===== config.mk =====
export PLATFORM = sky130hd
export DESIGN_NAME = ff_stream_sink
export DESIGN_NICKNAME = d
export VERILOG_FILES = /design/src/rtl/ff_stream_sink.sv
export SDC_FILE = /design/constraint.sdc
export NUM_CORES = 1
export LEC_CHECK = 0
export ABC_CLOCK_PERIOD_IN_PS = 2850
export BUFFER_PORTS_ARGS = -buffer_cell sky130_fd_sc_hd__buf_2
export CORE_ASPECT_RATIO = 1.2
export CORE_MARGIN = 10
export CORE_UTILIZATION = 48
export CTS_BUF_LIST = sky130_fd_sc_hd__clkbuf_4 sky130_fd_sc_hd__clkbuf_8 sky130_fd_sc_hd__clkbuf_16
export CTS_CLUSTER_SIZE = 30
export DETAILED_ROUTE_END_ITERATION = 16
export PLACE_DENSITY = 0.71
export SLEW_MARGIN = 20
export SYNTH_ARGS = -nofsm -noshare
export SYNTH_HDL_FRONTEND = slang
export SYNTH_SLANG_ARGS = --single-unit

===== constraint.sdc =====
create_clock -name clk -period 2.85 [get_ports clk]
set_input_delay 0.1425 -clock clk [delete_from_list [all_inputs] [get_ports clk]]
set_output_delay 0.1425 -clock clk [all_outputs]
set_load 0.005 [all_outputs]

===== src/rtl/ff_stream_sink.sv =====
// ff_stream_sink
//   Receiving end of a valid-only register-stage stream (no backpressure).
//   Every upstream beat is captured into a small FIFO and re-presented
//   downstream on a valid/ready handshake. Beats arriving while the FIFO is
//   full (and not being drained that cycle) are dropped, counted and flagged.
//
// Handshake: downstream transfer happens on a rising clk edge where
//   valid_o & ready_i. valid_o depends only on registered state, and data_o
//   stays stable while valid_o & ~ready_i. Upstream has no ready; valid_i is
//   sampled every cycle.
//
// Ports
//   clk         in   clock, posedge
//   reset       in   synchronous, active-high; overrides all other inputs
//   valid_i     in   upstream beat present
//   data_i      in   [SIZE-1:0] upstream data
//   data_o      out  [SIZE-1:0] head-of-FIFO data
//   valid_o     out  FIFO non-empty
//   ready_i     in   downstream accepts
//   count_o     out  [CW-1:0] occupancy 0..DEPTH
//   full_o      out  count_o == DEPTH
//   overflow_o  out  sticky drop flag
//   drop_cnt_o  out  [15:0] saturating dropped-beat counter
//   clear_i     in   clears overflow_o and drop_cnt_o only
module ff_stream_sink #(
    parameter int SIZE  = 32,
    parameter int DEPTH = 4,
    parameter int CW    = $clog2(DEPTH + 1)
) (
    input  logic            clk,
    input  logic            reset,
    input  logic            valid_i,
    input  logic [SIZE-1:0] data_i,
    output logic [SIZE-1:0] data_o,
    output logic            valid_o,
    input  logic            ready_i,
    output logic [CW-1:0]   count_o,
    output logic            full_o,
    output logic            overflow_o,
    output logic [15:0]     drop_cnt_o,
    input  logic            clear_i
);

    localparam int AW = $clog2(DEPTH);

    logic [SIZE-1:0] r_mem [DEPTH];
    logic [AW-1:0]   r_wr_ptr;
    logic [AW-1:0]   r_rd_ptr;
    logic [CW-1:0]   r_count;
    logic            r_overflow;
    logic [15:0]     r_drop_cnt;

    logic w_full;
    logic w_empty;
    logic w_pop;
    logic w_push;
    logic w_drop;

    assign w_full  = (r_count == CW'(DEPTH));
    assign w_empty = (r_count == '0);

    // A full FIFO still accepts a beat when the head leaves in the same cycle.
    assign w_pop  = ~w_empty & ready_i;
    assign w_push = valid_i & (~w_full | w_pop);
    assign w_drop = valid_i & w_full & ~w_pop;

    // Storage and pointers
    always_ff @(posedge clk) begin
        if (reset) begin
            for (int i = 0; i < DEPTH; i++) begin
                r_mem[i] <= '0;
            end
            r_wr_ptr <= '0;
            r_rd_ptr <= '0;
        end else begin
            if (w_push) begin
                r_mem[r_wr_ptr] <= data_i;
                r_wr_ptr        <= r_wr_ptr + AW'(1);
            end
            if (w_pop) begin
                r_rd_ptr <= r_rd_ptr + AW'(1);
            end
        end
    end

    // Occupancy
    always_ff @(posedge clk) begin
        if (reset) begin
            r_count <= '0;
        end else if (w_push && !w_pop) begin
            r_count <= r_count + CW'(1);
        end else if (w_pop && !w_push) begin
            r_count <= r_count - CW'(1);
        end
    end

    // Drop bookkeeping; clear takes priority over a same-cycle drop.
    always_ff @(posedge clk) begin
        if (reset) begin
            r_overflow <= 1'b0;
            r_drop_cnt <= '0;
        end else if (clear_i) begin
            r_overflow <= 1'b0;
            r_drop_cnt <= '0;
        end else if (w_drop) begin
            r_overflow <= 1'b1;
            if (r_drop_cnt != 16'hFFFF) begin
                r_drop_cnt <= r_drop_cnt + 16'd1;
            end
        end
    end

    assign data_o     = r_mem[r_rd_ptr];
    assign valid_o    = ~w_empty;
    assign full_o     = w_full;
    assign count_o    = r_count;
    assign overflow_o = r_overflow;
    assign drop_cnt_o = r_drop_cnt;

endmodule


==> impl_metrics.env, run 1 <==
export IMPL_status="complete, no violations"
export IMPL_power_density_mw_per_mm2=775.0
export IMPL_clkLatencyLatePin_ns=0.42
export IMPL_start_util_pct=48.41
export IMPL_io_pins=91
export IMPL_rsz0062_at_grt="no"
export IMPL_hold_class="in2reg"
export IMPL_fin_crit_sh_pct=92.98
export IMPL_die_area_sq_mm=0.01894
export IMPL_hold_buffers=0
export IMPL_vias=4211
export IMPL_maxCapViolations=0
export IMPL_htreeDepth=4
export IMPL_arrival_ns=2.99
export IMPL_cp_required_ns=3.19
export IMPL_timing_final_hold_violations=0
export IMPL_grt_use_total_pct=15.82
export IMPL_fin_skew_ns=0.01437
export IMPL_syn_inst=499
export IMPL_async_flop_share_pct=0
export IMPL_die_x_um=127.3
export IMPL_area_growth_synth_to_final_pct=18.81
export IMPL_ir_drop_uv=385.6
export IMPL_synth_ff_type="edfxtp_1"
export IMPL_cts_tree="built"
export IMPL_worstMarginPinSlew_ns=0.9183
export IMPL_grt_max_degree=33
export IMPL_die_h_um=148.8
export IMPL_drive_gt1_share_pct=28.86
export IMPL_grt_pass1_vias=4545
export IMPL_cp_max_fo=8
export IMPL_fin_nets=630
export IMPL_seq_area_frac_synth_pct=65.80
export IMPL_avgSynthCellArea_sq_um=13.29
export IMPL_post_cts_buffers=0
export IMPL_overflow=0
export IMPL_clock_sinks=154
export IMPL_drtIter0Drc=283
export IMPL_rows=47
export IMPL_fin_setup_tns_ns=0
export IMPL_grt_pass1_wl_um=23280
export IMPL_core_sq_mm=0.01370
export IMPL_viasPerCell=5.434
export IMPL_synth_edf_count=128
export IMPL_drt_total_wl_um=14570
export IMPL_cts_buffer_depth=2
export IMPL_synth_cell_types=36
export IMPL_p_leak_nw=3.134
export IMPL_numCtsBuffers=17
export IMPL_wl_per_cell_um=18.80
export IMPL_dp_hpwl_um=9335
export IMPL_route_detailed_drc=0
export IMPL_cts_resized=0
export IMPL_postRouteAntennaNets=0
export IMPL_post_route_util_pct=57.51
export IMPL_worstSetupEndpointType="register"
export IMPL_max_freq_ghz=0.3774
export IMPL_yosys_warnings=0
export IMPL_setup_viol=0
export IMPL_min_period_ns=2.650
export IMPL_crit_path_start_kind="register"
export IMPL_synth_nets=539
export IMPL_clkTransAtPathRegs_ns=0.07
export IMPL_path_class="reg2reg"
export IMPL_cts_root_buf="clkbuf_16"
export IMPL_grt_antenna_before_repair=1
export IMPL_firstDrtPassIters=4
export IMPL_ys_ff_latch=154
export IMPL_port_buffers=90
export IMPL_synthesis_area_sq_mm=0.006633
export IMPL_max_slew_margin_rel_pct=38.78
export IMPL_slew_violations=0
export IMPL_gp_congestion=0.8765
==> area by class of cell <==
type	count	area, sq um
Timing Repair Buffer	98	550.5
Inverter	37	138.9
Tap cell	171	214.0
Clock buffer	17	425.4
Clock inverter	15	115.1
Fill cell	1117	5822
Antenna cell	1	2.502
Multi-Input combinational cell	282	2067
Sequential cell	154	4367
==> placed cells by master (no fill, tap or decap), types with 2 or more instances in the layout <==
| cell type | count |
|---|---|
| a211oi_1 | 3 |
| a21oi_1 | 12 |
| a311oi_1 | 2 |
| and2_1 | 33 |
| buf_16 | 2 |
| buf_2 | 90 |
| buf_4 | 6 |
| clkbuf_16 | 17 |
| clkinv_2 | 3 |
| clkinv_4 | 2 |
| clkinvlp_4 | 4 |
| dfxtp_1 | 24 |
| dfxtp_2 | 2 |
| edfxtp_1 | 128 |
| ha_1 | 2 |
| inv_1 | 37 |
| inv_6 | 6 |
| mux2i_1 | 3 |
| mux4_2 | 32 |
| nand2_1 | 45 |
| nand2b_2 | 2 |
| nand3_1 | 7 |
| nand4_1 | 3 |
| nor2_1 | 81 |
| nor3_1 | 4 |
| nor4_1 | 4 |
| o21ai_0 | 6 |
| o21bai_4 | 2 |
| o31ai_1 | 4 |
| o41ai_1 | 2 |
| or2_2 | 3 |
| or3_1 | 8 |
| or4_1 | 7 |
| xor2_1 | 6 |
==> worst max-delay path: stages (launching register included) <==
cell and delay [ns]:
dfxtp_1 0.38, or4b_1 0.71, nand2_1 0.30, inv_1 0.12, ha_1 0.24, inv_1 0.09
fa_1 0.19, xor2_1 0.08, or3_1 0.32, a21oi_1 0.15
==> metal layers <==
metal  GRT usage [%]  part of all wire, %  vias up
li1                -                    -     1990
met1           17.39                   39     2071
met2           28.27                   54      135
met3           4.836                  5.4       15
met4           5.302                  1.5        0
met5               0                    0        -
==> registers in the layout, indices dropped and copies added (netlist names), named ones only <==
signal / flops
overflow_o: 1
r_rd_ptr: 2
r_wr_ptr: 2
drop_cnt_o: 16
count_o: 3
r_mem: 128
==> path summary, 6_finish.rpt <==
kind	slack, ns	from	cells after the start	end
max	0.20	count_o[0]$_SDFFE_PP0P_	9	count_o[2]$_SDFFE_PP0P_
min	0.01	data_i[26]	2	r_mem[0][26]$_SDFFCE_PN0P_
max reg2reg	0.20	count_o[0]$_SDFFE_PP0P_	9	count_o[2]$_SDFFE_PP0P_
min reg2reg	0.49	overflow_o$_SDFFE_PP0P_	2	overflow_o$_SDFFE_PP0P_
==> synthesized netlist by cell type, drive strengths merged (5+ instances only) <==
library cell	n	area, sq um
xor2	6	52.55
or3	8	50.05
a21oi	12	60.06
nand2	45	168.9
dfxtp	26	520.5
or4	7	52.55
inv	37	138.9
edfxtp	128	3844
o21ai	6	30.03
buf	7	28.78
nor2	81	304.0
nand3	7	35.03
nor3	5	25.02
clkbuf	19	71.32
and2	33	206.5
mux4	32	720.7
==> power by group <==
group / switching [mW] / internal, mW
clock network: 0.924 / 1.13
registers: 0.176 / 2.68
logic: 0.590 / 0.611
==> metrics by stage <==
| step | instances | instance area [sq um] | hold WS (ns) | worst slack, ns | power (mW) |
|---|---|---|---|---|---|
| finish | 775 | 7880 | 0.01213 | 0.2000 | 6.107 |
| detailed placement | 740 | 7282 | 0.4381 | 0.2182 | 4.128 |
| global route | 774 | 7878 | 0.008156 | 0.09760 | 6.399 |
| floorplan | 499 | 6633 | 0.3240 | 0.03477 | 3.607 |
| CTS | 772 | 7823 | 0.0002841 | 0.1867 | 6.158 |
| global placement | 740 | 7282 | 0.4366 | 0.3739 | 4.084 |
==> logic make-up (layout without fill, tap and decap cells) <==
family	Yosys count	count (layout)	share of synthesized area, %
buf+inv	63	167	3.603
flops	154	154	65.80
other cells	0	1	0
mux	35	35	11.32
compound gates	34	34	3.283
simple gates	204	204	14.53
xor+xnor	6	6	0.7923
fa+ha+maj	3	3	0.6791
Note: power is estimated with default switching activity, not from simulation.
==> inputs of run 2 (changes only) <==
--- a/config.mk
+++ b/config.mk
@@ -5,7 +5,7 @@
 export SDC_FILE = /design/constraint.sdc
 export NUM_CORES = 1
 export LEC_CHECK = 0
-export ABC_CLOCK_PERIOD_IN_PS = 2850
+export ABC_CLOCK_PERIOD_IN_PS = 2300
 export BUFFER_PORTS_ARGS = -buffer_cell sky130_fd_sc_hd__buf_2
 export CORE_ASPECT_RATIO = 1.2
 export CORE_MARGIN = 10
==> constraint.sdc (replaced) <==
create_clock -name clk -period 2.3 [get_ports clk]
set_input_delay 0.115 -clock clk [delete_from_list [all_inputs] [get_ports clk]]
set_output_delay 0.115 -clock clk [all_outputs]
set_load 0.005 [all_outputs]
==> impl_metrics.env, run 2 (same netlist as run 1, synthesis figures left out) <==
export IMPL_cp_cell_sequence="buf_4 > or3_4 > nand2_4 > ha_4 > inv_1 > fa_1 > xor2_1 > or3_1 > a21oi_2"
export IMPL_top_usage_layer="met2"
export IMPL_vias=4431
export IMPL_dp_hpwl_um=9971
export IMPL_multiInputGateArea_sq_mm=0.002103
export IMPL_regArea_sq_mm=0.004369
export IMPL_drive_gt1_share_pct=30.35
export IMPL_post_route_util_pct=61.51
export IMPL_postRouteAntennaNets=0
export IMPL_core_sq_mm=0.01370
export IMPL_die_area_sq_mm=0.01894
export IMPL_final_common_cell="edfxtp_1"
export IMPL_grt_pass1_wl_um=25070
export IMPL_numCtsBuffers=17
export IMPL_path_class="reg2reg"
export IMPL_timing_final_hold_violations=0
export IMPL_drtIter0Drc=322
export IMPL_min_period_ns=2.249
export IMPL_fin_nets=676
export IMPL_slew_violations=0
export IMPL_die_h_um=148.8
export IMPL_port_buffers=90
export IMPL_cpLargestDelayFamily="simple AND/OR/NAND/NOR gates"
export IMPL_arrival_ns=2.60
export IMPL_cp_required_ns=2.66
export IMPL_fin_cells=821
export IMPL_hold_class="in2reg"
export IMPL_ir_drop_uv=530.4
export IMPL_grtUsageMet3_pct=5.085
export IMPL_firstDrtPassIters=5
export IMPL_setup_viol=0
export IMPL_maxCapViolations=0
export IMPL_wl_per_cell_um=19.29
export IMPL_p_leak_nw=3.377
export IMPL_cts_buffer_depth=2
export IMPL_design_area_sq_mm=0.008428
export IMPL_io_pins=91
export IMPL_route_detailed_drc=0
export IMPL_cp_max_fo=5
export IMPL_layout_common_cells="edfxtp_1 (128), buf_2 (90), nor2_1 (81), nand2_1 (44), inv_1 (37)"
export IMPL_viasPerCell=5.397
export IMPL_largest_register="r_mem"
export IMPL_max_slew_margin_rel_pct=33.48
export IMPL_clkTransAtPathRegs_ns=0.06
export IMPL_gp_congestion=0.8740
export IMPL_clock_sinks=154
export IMPL_post_cts_buffers=0
export IMPL_grt_max_degree=33
export IMPL_dp_cells=756
export IMPL_power_density_mw_per_mm2=953.5
export IMPL_use_met2_pct=29.96
export IMPL_grt_pass1_vias=4778
export IMPL_status="complete, no violations"
export IMPL_worstMarginPinSlew_ns=0.9979
export IMPL_overflow=0
export IMPL_rows=47
export IMPL_start_util_pct=48.41
export IMPL_clkLatencyLatePin_ns=0.43
export IMPL_fin_skew_ns=0.01165
export IMPL_slowest_stage="or3_4"
export IMPL_htreeDepth=4
export IMPL_grt_use_met1_pct=19.17
export IMPL_worst_path_buf_inv=2
export IMPL_dpl_instance_area_sq_mm=0.007442
export IMPL_grt_use_total_pct=17.16
export IMPL_grt_antenna_before_repair=1
export IMPL_cts_tree="built"
export IMPL_drt_total_wl_um=15840
export IMPL_nFillCells=1050
export IMPL_fin_crit_sh_pct=97.78
export IMPL_cts_root_buf="clkbuf_16"
export IMPL_max_freq_ghz=0.4446
export IMPL_cp_slowest_stage_delay_ns=0.40
export IMPL_hold_slack_ns=0.01941
export IMPL_die_x_um=127.3
export IMPL_crit_path_start_kind="register"
export IMPL_worstSetupEndpointType="register"
export IMPL_largest_register_ff_count=128
export IMPL_area_growth_synth_to_final_pct=27.07
[run 2: cell count changes in the layout (fill, tap and decap cells not counted), sizes merged]
cell,previous run,this run
bufinv,0,2
buf,98,114
inv,43,41
dlygate4sd3,0,30
[run 2: metal layers]
layer | share of wire (%) | up-vias | routed length (um)
li1 | - | 2078 | -
met1 | 38 | 2207 | 6069
met2 | 54 | 130 | 8605
met3 | 5.9 | 16 | 941
met4 | 1.4 | 0 | 222
met5 | 0 | - | 0
[run 2: worst reg2reg max path, delay by kind of cell (launching register included)]
family	cells	cell delay, ns
AO/OA/AOI/OAI	1	0.15
buffers and inverters	2	0.19
adder cells (fa/ha/maj)	2	0.52
flip-flops	1	0.32
XOR/XNOR	1	0.16
AND/OR/NAND/NOR	3	0.84
[run 2: stage by stage]
| stage | worst slack [ns] | total power, mW | setup TNS (ns) |
|---|---|---|---|
| final | 0.05095 | 8.036 | 0 |
| after global routing | -0.05504 | 8.396 | -0.05504 |
| after CTS | 0.005424 | 8.070 | 0 |
| after detailed placement | -0.03046 | 5.236 | -0.03046 |
| after global placement | 0.05139 | 5.171 | 0 |
| after floorplan | -0.4008 | 4.478 | -25.68 |
[run 2: power by group]
part	internal, mW	switching [mW]	total, mW	leakage (nW)
clock	1.61	1.16	2.78	0.276
combinational	0.919	0.854	1.77	1.56
sequential	3.33	0.161	3.49	1.54
total	5.86	2.18	8.04	3.38
[run 2: final cells by class]
class / instances / area share [%]
Sequential cell: 154 / 51.84
Antenna cell: 1 / 0.02969
Clock inverter: 15 / 1.974
Multi-Input combinational cell: 282 / 24.96
Clock buffer: 17 / 5.048
Inverter: 37 / 1.648
Tap cell: 171 / 2.539
Timing Repair Buffer: 144 / 11.97
[run 2: final timing paths]
path         slack (ns)               startpoint                          to  depth (start not counted)
max                0.05  count_o[2]$_SDFFE_PP0P_     count_o[2]$_SDFFE_PP0P_                          9
min                0.02               data_i[27]  r_mem[0][27]$_SDFFCE_PN0P_                          2
max reg2reg        0.05  count_o[2]$_SDFFE_PP0P_     count_o[2]$_SDFFE_PP0P_                          9
min reg2reg        0.50  overflow_o$_SDFFE_PP0P_     overflow_o$_SDFFE_PP0P_                          2
[run 2: repair_timing]
item                       4_1_cts  5_1_grt
cloned                           0        0
resized for setup                3        5
setup endpoints to repair        1        6
hold buffers                    30        0
hold endpoints to repair        48        0
==> inputs of run 3 (changes only) <==
--- a/config.mk
+++ b/config.mk
@@ -10,9 +10,9 @@
 export CORE_ASPECT_RATIO = 1.2
 export CORE_MARGIN = 10
 export CORE_UTILIZATION = 48
-export CTS_BUF_LIST = sky130_fd_sc_hd__clkbuf_4 sky130_fd_sc_hd__clkbuf_8 sky130_fd_sc_hd__clkbuf_16
 export CTS_CLUSTER_SIZE = 30
 export DETAILED_ROUTE_END_ITERATION = 16
+export GPL_TIMING_DRIVEN = 0
 export PLACE_DENSITY = 0.71
 export SLEW_MARGIN = 20
 export SYNTH_ARGS = -nofsm -noshare
==> impl_metrics.env, run 3 (same netlist as run 1, synthesis figures left out) <==
export IMPL_status="complete, no violations"
export IMPL_dp_hpwl_um=9594
export IMPL_grt_use_total_pct=16.06
export IMPL_ir_drop_uv=499.7
export IMPL_worstMarginPinSlew_ns=1.034
export IMPL_wl_per_cell_um=18.87
export IMPL_dp_cells=762
export IMPL_fin_skew_ns=0.01046
export IMPL_drt_total_wl_um=15380
export IMPL_hold_class="in2reg"
export IMPL_gp_congestion=0.8488
export IMPL_overflow=0
export IMPL_maxCapViolations=0
export IMPL_cp_slowest_stage_delay_ns=0.61
export IMPL_worst_path_buf_inv=1
export IMPL_htreeDepth=4
export IMPL_design_area_sq_mm=0.008225
export IMPL_post_route_util_pct=60.03
export IMPL_numCtsBuffers=17
export IMPL_fin_crit_sh_pct=98.45
export IMPL_cp_max_fo=8
export IMPL_clock_sinks=154
export IMPL_layout_common_cells="edfxtp_1 (128), buf_2 (90), nor2_1 (81), nand2_1 (43), inv_1 (37)"
export IMPL_power_density_mw_per_mm2=949.9
export IMPL_use_met2_pct=29.09
export IMPL_nFillCells=1083
export IMPL_grt_antenna_before_repair=2
export IMPL_io_pins=91
export IMPL_drive_gt1_share_pct=30.06
export IMPL_setup_viol=0
export IMPL_clkLatencyLatePin_ns=0.41
export IMPL_clkTransAtPathRegs_ns=0.07
export IMPL_arrival_ns=2.60
export IMPL_largest_register="r_mem"
export IMPL_slew_violations=0
export IMPL_vias=4473
export IMPL_start_util_pct=48.41
export IMPL_port_buffers=90
export IMPL_fin_ws_ns=0.03557
export IMPL_grt_pass1_wl_um=23880
export IMPL_firstDrtPassIters=4
export IMPL_fin_cells=815
export IMPL_grt_use_met1_pct=17.74
export IMPL_cp_required_ns=2.64
export IMPL_die_h_um=148.8
export IMPL_grtUsageMet3_pct=4.623
export IMPL_postRouteAntennaNets=0
export IMPL_dpl_instance_area_sq_mm=0.007382
export IMPL_path_class="reg2reg"
export IMPL_top_usage_layer="met2"
export IMPL_p_leak_nw=3.247
export IMPL_cts_buffer_depth=2
export IMPL_grt_max_degree=33
export IMPL_rows=47
export IMPL_route_detailed_drc=0
export IMPL_area_growth_synth_to_final_pct=24.01
export IMPL_cpLargestDelayFamily="simple AND/OR/NAND/NOR gates"
export IMPL_finalPower_mw=7.813
export IMPL_dp_slack_ns=-0.7879
export IMPL_max_slew_margin_rel_pct=31.10
export IMPL_cts_tree="built"
export IMPL_min_period_ns=2.264
export IMPL_core_sq_mm=0.01370
export IMPL_cp_cell_sequence="or4b_4 > or4_4 > buf_4 > or3_1 > a21oi_2"
export IMPL_die_area_sq_mm=0.01894
export IMPL_drtIter0Drc=297
export IMPL_timing_final_hold_violations=0
export IMPL_max_freq_ghz=0.4416
export IMPL_grt_pass1_vias=4663
export IMPL_die_x_um=127.3
export IMPL_slowest_stage="or4_4"
export IMPL_crit_path_start_kind="register"
export IMPL_fin_nets=669
export IMPL_viasPerCell=5.488
export IMPL_cts_root_buf="clkbuf_16"
export IMPL_worstSetupEndpointType="register"
export IMPL_largest_register_ff_count=128
export IMPL_final_common_cell="edfxtp_1"
run 3: through the flow:
| stage | TNS, ns | hold slack (ns) |
|---|---|---|
| floorplan | -25.68 | 0.2965 |
| global placement | -137.35 | 0.4067 |
| detailed placement | -35.33 | 0.4105 |
| CTS | 0 | 0.0007421 |
| global route | -0.03910 | 0.006075 |
| finish | 0 | 0.008549 |
run 3: worst register-to-register path, stage by stage (launching register included):
cell and delay, ns:
dfxtp_4 0.35, or4b_4 0.56, or4_4 0.61, buf_4 0.17
or3_1 0.37, a21oi_2 0.15
run 3: cell type report:
class	instances	area, sq um	area share, %
Clock inverter	14	136.4	1.658
Multi-Input combinational cell	283	2141	26.03
Timing Repair Buffer	112	685.7	8.336
Buffer	24	102.6	1.247
Antenna cell	2	5.005	0.06085
Inverter	37	138.9	1.688
Sequential cell	154	4373	53.16
Tap cell	171	214.0	2.601
Clock buffer	18	429.2	5.218
run 3: timing repair:
item                                    4_1_cts  5_1_grt
endpoints found under the setup margin      130       19
buffers inserted                              3        2
resized for setup                            28       14
pin swaps                                     5        1
hold endpoints to repair                     18        0
cloned                                        1        0
hold buffers                                 15        0
run 3: path summary, 6_finish.rpt:
| kind | cells past startpoint | end | startpoint | slack [ns] |
|---|---|---|---|---|
| max | 5 | drop_cnt_o[5]$_SDFFE_PP0P_ | count_o[1]$_SDFFE_PP0P_ | 0.04 |
| min reg2reg | 2 | overflow_o$_SDFFE_PP0P_ | overflow_o$_SDFFE_PP0P_ | 0.49 |
| min | 2 | r_mem[0][28]$_SDFFCE_PN0P_ | data_i[28] | 0.009 |
| max reg2reg | 5 | drop_cnt_o[5]$_SDFFE_PP0P_ | count_o[1]$_SDFFE_PP0P_ | 0.04 |
run 3: where the power goes:
group          switching, mW  total, mW  internal [mW]
Clock                   1.15       2.66           1.51
Combinational          0.875       1.71          0.838
Sequential             0.106       3.44           3.33
run 3: routing by layer:
| layer | up-vias | part of all wire (%) |
|---|---|---|
| met2 | 135 | 54 |
| met4 | 0 | 1.4 |
| met1 | 2250 | 39 |
| li1 | 2068 | - |
| met5 | - | 0 |
| met3 | 20 | 6.1 |
